==> src/rtl/piso_tx_pkg.sv <==
// Shared definitions for the parallel-in serial-out transmitter.
package piso_tx_pkg;

  localparam int DEFAULT_WIDTH = 8;

  typedef enum logic [1:0] {
    ST_IDLE  = 2'd0,
    ST_SHIFT = 2'd1,
    ST_DONE  = 2'd2
  } state_t;

endpackage

==> src/rtl/dff_cell.sv <==
// One-bit D register with synchronous set and clear; set dominates clear.
module dff_cell (
  input  logic i_clk,
  input  logic i_set,
  input  logic i_clr,
  input  logic i_d,
  output logic o_q
);

  logic r_q = 1'b0;

  always_ff @(posedge i_clk) begin
    if (i_set) begin
      r_q <= 1'b1;
    end else if (i_clr) begin
      r_q <= 1'b0;
    end else begin
      r_q <= i_d;
    end
  end

  assign o_q = r_q;

endmodule

==> src/rtl/piso_tx.sv <==
// Parallel-in serial-out transmitter: accepts a word when idle, shifts it out
// one bit per clock, then pulses done for one cycle.
module piso_tx
  import piso_tx_pkg::*;
#(
  parameter int WIDTH     = DEFAULT_WIDTH,
  parameter bit MSB_FIRST = 1'b1
) (
  input  logic             clk,
  input  logic             clr,
  input  logic             valid,
  input  logic [WIDTH-1:0] din,
  output logic             ready,
  output logic             sout,
  output logic             sout_n,
  output logic             busy,
  output logic             done
);

  localparam int CNT_W   = (WIDTH > 1) ? $clog2(WIDTH) : 1;
  localparam int OUT_IDX = MSB_FIRST ? WIDTH - 1 : 0;
  localparam logic [CNT_W-1:0] CNT_LAST = CNT_W'(WIDTH - 1);

  state_t           r_state = ST_IDLE;
  state_t           w_state_next;
  logic [CNT_W-1:0] r_cnt = '0;
  logic [CNT_W-1:0] w_cnt_next;
  logic             w_accept;
  logic             w_shift;
  logic [WIDTH-1:0] w_q;
  logic [WIDTH-1:0] w_set;
  logic [WIDTH-1:0] w_clr;
  logic [WIDTH-1:0] w_d;

  always_ff @(posedge clk) begin
    if (clr) begin
      r_state <= ST_IDLE;
      r_cnt   <= '0;
    end else begin
      r_state <= w_state_next;
      r_cnt   <= w_cnt_next;
    end
  end

  always_comb begin
    w_state_next = r_state;
    w_cnt_next   = r_cnt;
    ready        = 1'b0;
    busy         = 1'b0;
    done         = 1'b0;
    w_accept     = 1'b0;
    w_shift      = 1'b0;
    case (r_state)
      ST_IDLE: begin
        ready = 1'b1;
        if (valid && !clr) begin
          w_accept     = 1'b1;
          w_cnt_next   = '0;
          w_state_next = ST_SHIFT;
        end
      end
      ST_SHIFT: begin
        busy    = 1'b1;
        w_shift = 1'b1;
        if (r_cnt == CNT_LAST) begin
          w_cnt_next   = '0;
          w_state_next = ST_DONE;
        end else begin
          w_cnt_next = r_cnt + CNT_W'(1);
        end
      end
      ST_DONE: begin
        done         = 1'b1;
        w_state_next = ST_IDLE;
      end
      default: begin
        w_state_next = ST_IDLE;
      end
    endcase
  end

  // Loading uses the cell set/clear pins, so the D path only handles shift/hold.
  // After WIDTH shifts the register is all zero, keeping sout low outside SHIFT.
  generate
    for (genvar gi = 0; gi < WIDTH; gi++) begin : g_bit
      logic w_nb;
      if (MSB_FIRST) begin : g_msb
        if (gi == 0) begin : g_end
          assign w_nb = 1'b0;
        end else begin : g_mid
          assign w_nb = w_q[gi-1];
        end
      end else begin : g_lsb
        if (gi == WIDTH - 1) begin : g_end
          assign w_nb = 1'b0;
        end else begin : g_mid
          assign w_nb = w_q[gi+1];
        end
      end

      assign w_set[gi] = w_accept & din[gi];
      assign w_clr[gi] = clr | (w_accept & ~din[gi]);
      assign w_d[gi]   = w_shift ? w_nb : w_q[gi];

      dff_cell u_cell (
        .i_clk (clk),
        .i_set (w_set[gi]),
        .i_clr (w_clr[gi]),
        .i_d   (w_d[gi]),
        .o_q   (w_q[gi])
      );
    end
  endgenerate

  assign sout   = w_q[OUT_IDX];
  assign sout_n = ~w_q[OUT_IDX];

endmodule

==> config.mk <==
export PLATFORM = sky130hd
export DESIGN_NAME = piso_tx
export DESIGN_NICKNAME = d
export VERILOG_FILES = /design/src/rtl/piso_tx_pkg.sv /design/src/rtl/dff_cell.sv /design/src/rtl/piso_tx.sv
export SDC_FILE = /design/constraint.sdc
export NUM_CORES = 1
export LEC_CHECK = 0
export ABC_AREA = 1
export CAP_MARGIN = 20
export CELL_PAD_IN_SITES_DETAIL_PLACEMENT = 1
export CELL_PAD_IN_SITES_GLOBAL_PLACEMENT = 2
export CORE_UTILIZATION = 27
export CTS_BUF_LIST = sky130_fd_sc_hd__clkbuf_4 sky130_fd_sc_hd__clkbuf_8
export DETAILED_ROUTE_END_ITERATION = 10
export HOLD_SLACK_MARGIN = 0.12
export PLACE_DENSITY_LB_ADDON = 0.1
export RECOVER_POWER = 25
export REMOVE_ABC_BUFFERS = 1
export SKIP_CTS_REPAIR_TIMING = 1
export SYNTH_ARGS = -nofsm -noshare
export SYNTH_HDL_FRONTEND = slang
export SYNTH_SLANG_ARGS = --single-unit
==> constraint.sdc <==
create_clock -name clk -period 3 [get_ports clk]
set_clock_uncertainty 0.2 [all_clocks]
set_input_delay 0.6 -clock clk [delete_from_list [all_inputs] [get_ports clk]]
set_output_delay 0.6 -clock clk [all_outputs]
set_load 0.05 [all_outputs]
==> flow_summary.ini <==
[placement]
hpwl_um = 1150
io_buffers = 15
gp_congestion = 0.754
place_area_um2 = 783
dp_worst_setup_slack_ns = 0.802

[yosys]
yosysTopAreaCellShare_pct = 44.2
synth.area.mux_share_pct = 0
synth_compound_area_share_pct = 9.98
synth_top_area_cell = dfxtp_1
ys_ff_latch = 13
yosys_warnings = 0
synth_area_um2 = 589
avgSynthCellArea_um2 = 6.93
synth-seq-area-share_pct = 44.2
synth_top_family_by_area = simple AND/OR/NAND/NOR gates
synthXorXnorAreaFrac_pct = 0
synthTopCellsByArea = dfxtp_1 44%, nand2_1 20%, nand3_1 9.3%, o21ai_0 7.6%, inv_1 6.4%
synth.distinct_cells = 13
synthAdderAreaFrac_pct = 4.25
synthSimpleGateAreaFrac_pct = 34.4
netlist_instances = 85

[worst_setup_path]
crit_path_start_kind = register
slowest_stage = clkdlybuf4s50_1
cp_max_fo = 3
r2r_cells = 5
critPathRequiredTime_ns = 2.20
cp_num_buf_inv = 2
reg2reg_slack_ns = 1.32
critPathMaxStageDelay_ns = 0.84
crit_family = buffers and inverters
reg2reg_from = r_state[0]$_SDFFE_PP0P_
reg2reg_to = g_bit[4].u_cell.o_q$_SDFFE_PP1P_
worstSetupEndpointType = output port
cp_data_arrival_time_ns = 1.70
critPathKind = reg2out
crit_chain = inv_1 > nor2_1 > clkdlybuf4s50_1
cp_num_cells = 3

[drt]
drtIter0Drc = 2
dr.pass1.iters = 2
drc_errors = 0
wire_per_inst_um = 12.1
route.vias.total = 605
totalWireLength_um = 1600
ant_nets = 0
via_per_inst = 4.58

[pwr]
finalPower_w = 0.000415
power.share.switching_pct = 31.9
pwr-share-seq_pct = 46.3
power_frac_comb_pct = 22.9
p_int_w = 0.000282
power_leakage_nw = 0.365
p_per_area_nw_per_um2 = 513
irDropWorstVdd_mv = 0.206
power.switching_w = 0.000132
clkPwrFrac_pct = 30.8

[die]
start_util_pct = 29.4
ios = 16
die-area_um2 = 2370
rows = 16
die_y_um = 48.7
die_x_um = 48.7
core_um2 = 2000

[grt]
antenna_found_initial = 0
grt_first_pass_wirelength_um = 2850
grt_pass1_vias = 641
grt_max_degree = 11
grt_usage_pct = 16.1
grt_overflow_total = 0

[run_status]
status = complete, no violations

[sta]
finalSetupViolations = 0
period_needed_ns = 2.50
slew_headroom_pct = 55.7
fin_ws_ns = 0.496
max_freq_ghz = 0.399
final_hold_viol_count = 0
grt_setup_unrepaired = false
setup_tns_ns = 0
fin_crit_sh_pct = 83.5
worstMarginPinSlew_ns = 0.665
slew_violations = 0

[cells_and_area]
fin_nets = 119
drive_gt1_share_pct = 7.62
syn_to_final_growth_pct = 37.4
design_area_um2 = 810
multi_input_area_um2 = 283
fill_cells = 266
post-route-util_pct = 40.4
regArea_um2 = 260
n_antenna_cell = 0

[clocking]
cts_tree = built
cts_buffer_depth = 2
numCtsBuffers = 3
clk_latency_ns = 0.29
h-tree-depth = 1
numClockSinks = 13
root_buffer = clkbuf_4
path_clk_slew_ns = 0.09

[min_path]
hp-start = r_cnt[0]$_SDFFE_PP0P_
whs_path_depth = 1
hp-class = reg2reg
hold_end = r_cnt[0]$_SDFFE_PP0P_

[job]
maxCapViolCount = 0
==> layer usage <==
metal	global-route usage (%)	part of all wire, %	vias to the layer above
met1	18.5	47	275
met5	0	0	-
met4	9.31	1.7	0
li1	-	-	313
met3	4.72	4.7	2
met2	26.4	47	15
==> worst max path at each step <==
stage	from	slack [ns]	to
floorplan	r_state[1]$_SDFFE_PP0P_	0.90	ready
global placement	r_state[0]$_SDFFE_PP0P_	0.83	busy
detailed placement	r_state[1]$_SDFFE_PP0P_	0.80	done
CTS	r_state[1]$_SDFFE_PP0P_	0.48	done
global route	r_state[1]$_SDFFE_PP0P_	0.42	done
finish	r_state[1]$_SDFFE_PP0P_	0.50	done
==> logic make-up (layout without fill, tap and decap cells) <==
kind of cell             after synthesis  in the layout
buffers and inverters                 11             31
AND/OR/NAND/NOR                       48             48
flip-flops                            13             13
AO/OA/AOI/OAI                         11             11
adder cells (fa/ha/maj)                2              2
==> stage by stage <==
step                      hold WS [ns]  std cells
after detailed placement         0.266        128
final                            0.278        132
after floorplan                  0.235         84
after global placement           0.265        128
after CTS                        0.283        132
after global routing             0.323        132
==> placed cells by master (no fill, tap or decap), drive strengths merged <==
cell	instances
nand2	31
clkdlybuf4s50	14
dfxtp	13
nand3	11
inv	10
o21ai	9
clkbuf	4
nor2	4
a21oi	2
ha	2
buf	2
nand4	1
nor3	1
dlygate4sd3	1
==> power by group through the flow <==
stage,logic [W],registers [W],clock network (W)
6_report,0.0000950,0.000192,0.000128
5_1_grt,0.000107,0.000194,0.000140
4_1_cts,0.0000983,0.000192,0.000132
3_5_place_dp,0.0000972,0.000196,0
3_3_place_gp,0.0000958,0.000196,0
2_1_floorplan,0.0000519,0.000198,0
==> state kept, by name, indices dropped and copies added, names as in the netlist <==
name and count:
r_state 2, g_bit.u_cell.o_q 8, r_cnt 3
==> worst reg2reg max path, delay by kind of cell, from the launching register on <==
kind | cells | cell delay (ns)
flops | 1 | 0.40
buf+inv | 1 | 0.18
simple gates | 3 | 0.32
compound gates | 1 | 0.53
==> cells in the mapped netlist, drive strengths merged <==
| master | n |
|---|---|
| nand2 | 31 |
| dfxtp | 13 |
| nand3 | 11 |
| inv | 10 |
| o21ai | 9 |
| nor2 | 4 |
| a21oi | 2 |
| ha | 2 |
| buf | 1 |
| nand4 | 1 |
| nor3 | 1 |
==> final cells by class <==
class                           count  area share [%]
Clock buffer                        4            3.71
Sequential cell                    13            32.1
Timing Repair Buffer               17            20.4
Multi-Input combinational cell     61            34.9
Tap cell                           27            4.17
Inverter                           10            4.64
No activity file was read; power rests on OpenSTA's default activity.
